`config.mk`:
```
export PLATFORM = sky130hd
export DESIGN_NAME = div32_seq
export DESIGN_NICKNAME = d
export VERILOG_FILES = /design/src/rtl/div32_seq.sv
export SDC_FILE = /design/constraint.sdc
export NUM_CORES = 1
export LEC_CHECK = 0
export ABC_CLOCK_PERIOD_IN_PS = 1600
export CELL_PAD_IN_SITES_DETAIL_PLACEMENT = 1
export CELL_PAD_IN_SITES_GLOBAL_PLACEMENT = 1
export CORE_MARGIN = 2
export CORE_UTILIZATION = 30
export CTS_BUF_LIST = sky130_fd_sc_hd__clkbuf_8 sky130_fd_sc_hd__clkbuf_16
export CTS_CLUSTER_SIZE = 40
export DETAILED_ROUTE_END_ITERATION = 7
export GPL_TIMING_DRIVEN = 0
export PLACE_DENSITY_LB_ADDON = 0.25
export REMOVE_ABC_BUFFERS = 1
export SLEW_MARGIN = 5
export SYNTH_ARGS = -nofsm -noshare
export SYNTH_HDL_FRONTEND = slang
export SYNTH_SLANG_ARGS = --single-unit
```
`constraint.sdc`:
```
create_clock -name clk -period 1.6 [get_ports clk]
set_input_delay 0.32 -clock clk [delete_from_list [all_inputs] [get_ports clk]]
set_output_delay 0.32 -clock clk [all_outputs]
set_load 0.03 [all_outputs]
```
`src/rtl/div32_seq.sv`:
```
// div32_seq: multi-cycle unsigned restoring divider that drives an external shared add/sub unit.
module div32_seq #(
    parameter int WIDTH = 32
) (
    input  logic             clk,
    input  logic             rst,
    input  logic             start_i,
    input  logic [WIDTH-1:0] dividend_i,
    input  logic [WIDTH-1:0] divisor_i,
    output logic             busy_o,
    output logic             done_o,
    output logic             div_by_zero_o,
    output logic [WIDTH-1:0] quotient_o,
    output logic [WIDTH-1:0] remainder_o,
    output logic [WIDTH-1:0] add_a_o,
    output logic [WIDTH-1:0] add_b_o,
    output logic             add_sub_o,
    input  logic [WIDTH-1:0] add_s_i,
    input  logic             add_co_i
);
    localparam int CW = $clog2(WIDTH);
    typedef enum logic [1:0] {IDLE, CALC, DONE} state_t;
    state_t           state_q, state_d;
    logic [WIDTH-1:0] d_q, d_d, q_q, q_d, r_q, r_d, quo_q, quo_d, rem_q, rem_d;
    logic [CW-1:0]    cnt_q, cnt_d;
    logic             dbz_q, dbz_d;
    logic [WIDTH-1:0] rs;
    logic             qbit;
    // Shifted partial remainder; the bit shifted out of R is the 33rd bit of the trial value.
    assign rs        = {r_q[WIDTH-2:0], q_q[WIDTH-1]};
    assign qbit      = r_q[WIDTH-1] | add_co_i;
    assign busy_o    = state_q == CALC;
    assign done_o    = state_q == DONE;
    assign add_a_o   = busy_o ? rs : '0;
    assign add_b_o   = busy_o ? d_q : '0;
    assign add_sub_o = busy_o;
    assign div_by_zero_o = dbz_q;
    assign quotient_o    = quo_q;
    assign remainder_o   = rem_q;
    always_comb begin
        state_d = state_q;
        d_d     = d_q;
        q_d     = q_q;
        r_d     = r_q;
        cnt_d   = cnt_q;
        quo_d   = quo_q;
        rem_d   = rem_q;
        dbz_d   = dbz_q;
        case (state_q)
            IDLE: if (start_i) begin
                d_d   = divisor_i;
                q_d   = dividend_i;
                r_d   = '0;
                cnt_d = CW'(WIDTH - 1);
                dbz_d = divisor_i == '0;
                state_d = dbz_d ? DONE : CALC;
                if (dbz_d) begin
                    quo_d = '1;
                    rem_d = dividend_i;
                end
            end
            CALC: begin
                r_d   = qbit ? add_s_i : rs;
                q_d   = {q_q[WIDTH-2:0], qbit};
                cnt_d = cnt_q - CW'(1);
                if (cnt_q == '0) begin
                    state_d = DONE;
                    quo_d   = q_d;
                    rem_d   = r_d;
                end
            end
            default: state_d = IDLE;
        endcase
    end
    always_ff @(posedge clk) begin
        if (rst) begin
            state_q <= IDLE;
            d_q     <= '0;
            q_q     <= '0;
            r_q     <= '0;
            cnt_q   <= '0;
            quo_q   <= '0;
            rem_q   <= '0;
            dbz_q   <= 1'b0;
        end else begin
            state_q <= state_d;
            d_q     <= d_d;
            q_q     <= q_d;
            r_q     <= r_d;
            cnt_q   <= cnt_d;
            quo_q   <= quo_d;
            rem_q   <= rem_d;
            dbz_q   <= dbz_d;
        end
    end
endmodule

```
# After elaboration in Yosys (flattened, before gate mapping)
# Cells that the tools add are included.
# classes
n_addsub	1
n_eq_ne	5
muxes	21
n_bitwise	1
n_reduce_logical	8
# ops
cell	n
$mux 32	11
$pmux 32 s2	4
$logic_not 32->1	1
$pmux 5 s2	1
$mux 2	3
$reduce_and 2->1	3
$logic_not 5->1	1
$mux 5	1
$sub 5x1->5 const B	1
$ne 2x2->1 const B	2
$pmux 2 s2	1
$reduce_and 4->1	1
$eq 2x1->1 const B	1
$eq 2x2->1 const B	1
$logic_not 2->1	1
$ne 2x1->1 const B	1
$reduce_bool 2->1	1
$or 1x1->1	1
# totals
regBits	168
output_inout_bits	132
word_cells	44

# Depth between registers and ports, before layout
# Gate-level depths: netlist (run 1).
# depth
ltp_word	4
ltp_mapped	8

# Least setup slack after synthesis (run 1)
# No wires, ideal clock.
# synth_timing
kind	register to output
start	register state_q[1]
end	output add_b_o[24]
arrival_time_ns	1.753
setup_slack_ns	-0.473
stages_incl_launch_ff	7
n_path_buf	3
cell_sequence	dfxtp_1 nand2b_1 buf_2 inv_6 clkbuf_1 clkbuf_1 and2_1
# synth_between
elab_chain_cells	2
# synth_rtl
element	line	source
start, declared	23	state_t state_q, state_d;
start signal, assigned	86	state_q <= state_d;
$eq 2x1->1	32	assign busy_o = state_q == CALC;
via add_sub_o	17	output logic add_sub_o,
$mux 32	35	assign add_b_o = busy_o ? d_q : '0;
end, declared	16	output logic [WIDTH-1:0] add_b_o,
# The timed path passes the listed nets, and every way through them passes these cells.

# Final worst setup path (run 1)
# layout_timing
start	register state_q[1]
end	output add_a_o[29]
# layout_between
elab_chain_cells	2
# layout_rtl
element	line	source
$eq 2x1->1	32	
$mux 32	34	assign add_a_o = busy_o ? rs : '0;
end, declared	15	output logic [WIDTH-1:0] add_a_o,
# Every way passes these cells.

==> results.md, run 1 <==
CTS:
- The clock net in this run drives a total of about 170 sinks.
- The maximum buffer depth of the clock tree is 2.
- The cts-stage hold buffer count is 0.
- The clock edge transition at the registers on the reported setup and hold paths is ~0.07 ns.
- The cell at the root of the clock tree is clkbuf_16.
- The number of H-tree branching levels is 4.
- TritonCTS built the clock tree.
- The number of buffers created by CTS is 17.
- At the later pin of the worst-skew pair, clock insertion delay measures between 0.4 and 0.5 ns.

Power:
- The share of total power dissipated in sequential elements is 40.4%.
- The internal power component is roughly 0.0079 W.
- VDD sags by at most approximately 0.00056 V.
- In this run the power spent charging and discharging nets is 0.00367 W.
- The combinational fraction of design power is ~22%.
- The switching power share of the total is approximately a third.
- The clock network power share is a little under two fifths.
- The static leakage is around 5.7 nW.
- The total power per unit cell area is about 1000 nW/µm².

Place:
- After detailed placement, the total cell area comes to 9660 µm².
- The detailed placement HPWL is between 15 and 20 mm.
- At the end of routability-driven placement, the weighted congestion stood at 0.732.
- In this run the tool buffered the top-level ports with approximately 230 buffer cells.
- The worst setup slack after placement is -2.52 ns.

GRT:
- The via count of the first global-routing pass is about 7600.
- The global-route total usage across every layer is between 20% and 30%.
- The initial antenna violation count is 1.
- The total global routing overflow is 0.
- The first global-routing pass estimated around 48 mm of wire.
- Entering global routing, the biggest net connects 62 pins.

Timing:
- Setup repair after global routing could not meet its margin everywhere.
- The setup TNS after final layout is -30.74 ns.
- The achievable clock frequency is 0.524 GHz.
- The total of endpoints with negative setup slack in the final report is 189.
- For the finished layout, the period the worst path requires is roughly 1.9 ns.
- Across all setup checks in the final design, the least slack found is -0.308 ns.
- The final-report max-slew violation count is 0.
- The pin slew with the least headroom to its limit is roughly 0.88 ns.
- The final worst-path cycle share is 119%.
- The final clock skew is 0.0118 ns.
- The tightest slew margin relative to the limit is 41.2%.
- The final-report hold violation count is 0.

Critical path:
- The critical path contains buffers and inverters numbering 3 combined.
- At the worst endpoint, the arrival time is 1.59 ns.
- In this design, the largest share of critical-path delay is due to buffers and inverters.
- Walking the worst path, the cells encountered are nand2b_4 -> buf_16 -> inv_16 -> and2_1 -> buf_6.
- The kind of start point of the critical path is a flip-flop.
- At the worst endpoint, the required time is between 1 and 1.5 ns.
- The critical path's largest stage delay is 0.36 ns.
- The type of destination of the critical path is an output pin.
- The cell with the largest stage delay on the worst path is dfxtp_4.
- The type of the worst setup path is flip-flop to output pin.
- The highest fanout seen on the critical path is 19.

Layout:
- The diode insertion count for antenna repair is 0.
- The finished cells cover 11500 µm².
- Of the cells placed in the final design, the portion with a size suffix greater than 1 is around 25%.
- The filler cells instantiated in the layout total around 2700.
- The final-stage net count is ~1200.
- The layout-stage area growth over the synthesis result is 58.8%.

Route:
- The post-detailed-route via-to-cell ratio is between 5 and 6.
- The initial DRC count is 391.
- Once detail routing completed, the nets flagged for antenna violations numbered 0.
- The length of the first detailed-routing pass in iterations is 5.
- The remaining design rule violation count is 0.
- The sum of met2 wire segment lengths after detailed routing is ~16 mm.
- The routed length on met3 is approximately 1.7 mm.
- Signal routing reaches up to met4.
- After detailed routing, the wire length on met1 is 14.6 mm.
- For this block, the routed nets add up to 32.6 mm of wire.
- The detailed router placed roughly 7500 vias in this run.
- The average routed wire per standard cell is between 20 and 25 µm.

Die:
- The die is about 160 µm tall.
- The number of rows in the core area is 56.
- The top-level port count is 232.
- The area of the core region is ~24000 µm².
- The starting utilization of the core area is around 31%.
- The die covers 25400 µm².
- The die width is roughly 160 µm.

Synth:
- The register bit count reported by yosys is 168.
- The synthesized area is between 7000 and 8000 µm².
- Synthesis produced a netlist whose cell count is between 800 and 900.
- The number of warnings printed during yosys synthesis is 0.
- The share of flip-flops with an asynchronous set or reset after synthesis is 0%.
- A synthesized cell averages roughly 8.6 µm².
- The portion of the post-synthesis area used by sequential elements is between 40% and 50%.
- In the synthesized netlist the dominant register cell turns out to be dfxtp_1.
- After synthesis, the netlist uses between 40 and 50 different library cells.
- The number of synthesized flops with an enable pin is 0.

Job:
- The count of maximum capacitance violations is 0.

Status:
- The run finished, with violations left.
- The final reports fail on setup timing.

Min path:
- The min-delay analysis places its worst path in the category input pin to flip-flop.
sequential cells by signal, summed over array words and instances, names as in the netlist:
name	cells
cnt_q	5
d_q	32
div_by_zero_o	1
q_q	32
quotient_o	32
r_q	32
remainder_o	32
state_q	2
cell usage in the layout (no fill, tap or decap), drive strengths merged, types with 4 or more instances in the layout:
master           n
a311oi          31
a22o            33
and3             5
dfxtp          168
inv             16
buf            106
clkbuf          18
nand4            4
nor2            69
nor4             9
clkinvlp         4
nand2          168
clkdlybuf4s50   76
a21oi           73
a31oi           33
nand2b           4
dlymetal6s2s    84
and2            67
o21ai           32
a21o            31
o221a           31
tightest hold or removal path, stage by stage:
cell and delay [ns]:
dlymetal6s2s_1 0.14, nand2_1 0.06, a21oi_1 0.05
final timing paths:
path / from / to / slack (ns) / cells after the start
worst max register to register: state_q[0] / remainder_o[1] / -0.22 / 7
worst max-delay path: state_q[1] / add_a_o[29] / -0.31 / 5
worst min register to register: d_q[7] / d_q[7] / 0.45 / 2
worst min-delay path: divisor_i[12] / d_q[12] / 0.18 / 3
power groups by stage:
stage                     clock (W)  sequential (W)  combinational, W
after floorplan                   0         0.00486          0.000983
after global placement            0         0.00476           0.00207
after detailed placement          0         0.00477           0.00204
after CTS                   0.00440         0.00468           0.00246
after global routing        0.00460         0.00472           0.00275
final                       0.00432         0.00468           0.00258
per-layer routing:
metal / vias to the layer above / GRT usage (%)
li1: 3465 / -
met1: 3803 / 32.7
met2: 212 / 41.1
met3: 21 / 5.16
met4: 0 / 5.62
met5: - / 0
area by class of cell:
class | count | area, µm² | share of cell area (%)
tap | 319 | 399 | 3.47
clock buffer | 18 | 439 | 3.82
timing repair inverter | 4 | 63.8 | 0.554
clock inverter | 14 | 160 | 1.39
multi-input combinational | 604 | 3930 | 34.1
sequential | 168 | 3370 | 29.3
timing repair buffer | 270 | 3100 | 27.0
inverter | 5 | 38.8 | 0.337
cell usage after synthesis, types with 5 or more instances:
master	number	area (µm²)
a21o_1	5	37.5
a21o_2	26	228
a21oi_1	71	355
a22o_1	31	272
a311oi_1	31	272
a31oi_1	33	206
and2_1	64	400
buf_1	10	37.5
buf_2	10	50.1
clkbuf_1	50	188
dfxtp_1	168	3360
nand2_1	166	623
nor2_1	69	259
nor4_1	9	56.3
o21ai_0	32	160
o221a_2	31	349
repair_timing:
action | CTS | global route
cloned | 18 | 3
pin swaps | 28 | 13
hold endpoints to repair | 0 | 0
setup buffers | 18 | 14
resized for setup | 508 | 135
endpoints found under the setup margin | 300 | 298
per-stage QoR:
stage	utilization (%)	hold WS [ns]	power [W]	std cells
floorplan	-	0.389	0.00584	763
global placement	40.4	0.438	0.00683	1313
detailed placement	40.9	0.444	0.00681	1317
CTS	46.1	0.313	0.0115	1385
global route	48.7	0.180	0.0121	1402
finish	48.7	0.185	0.0116	1402
cells by family (layout without fill, tap and decap cells):
group / after synthesis / after routing / synth area share, %
AOI/OAI and AO/OA: 266 / 267 / 26.7
xor gates and xnor gates: 3 / 3 / 0.363
adders and majority gates: 1 / 1 / 0.173
buffers and inverters: 87 / 311 / 6.23
DFF: 168 / 168 / 46.4
muxes: 1 / 1 / 0.138
and+or+nand+nor: 319 / 332 / 19.9
Note: power is estimated with default switching activity, not from simulation.
==> run 2: changes to the inputs <==
Settings changed: CTS_CLUSTER_SIZE 40 to default.
==> results of run 2 <==
The final DEF is identical to that of run 1; final timing and power are the same.
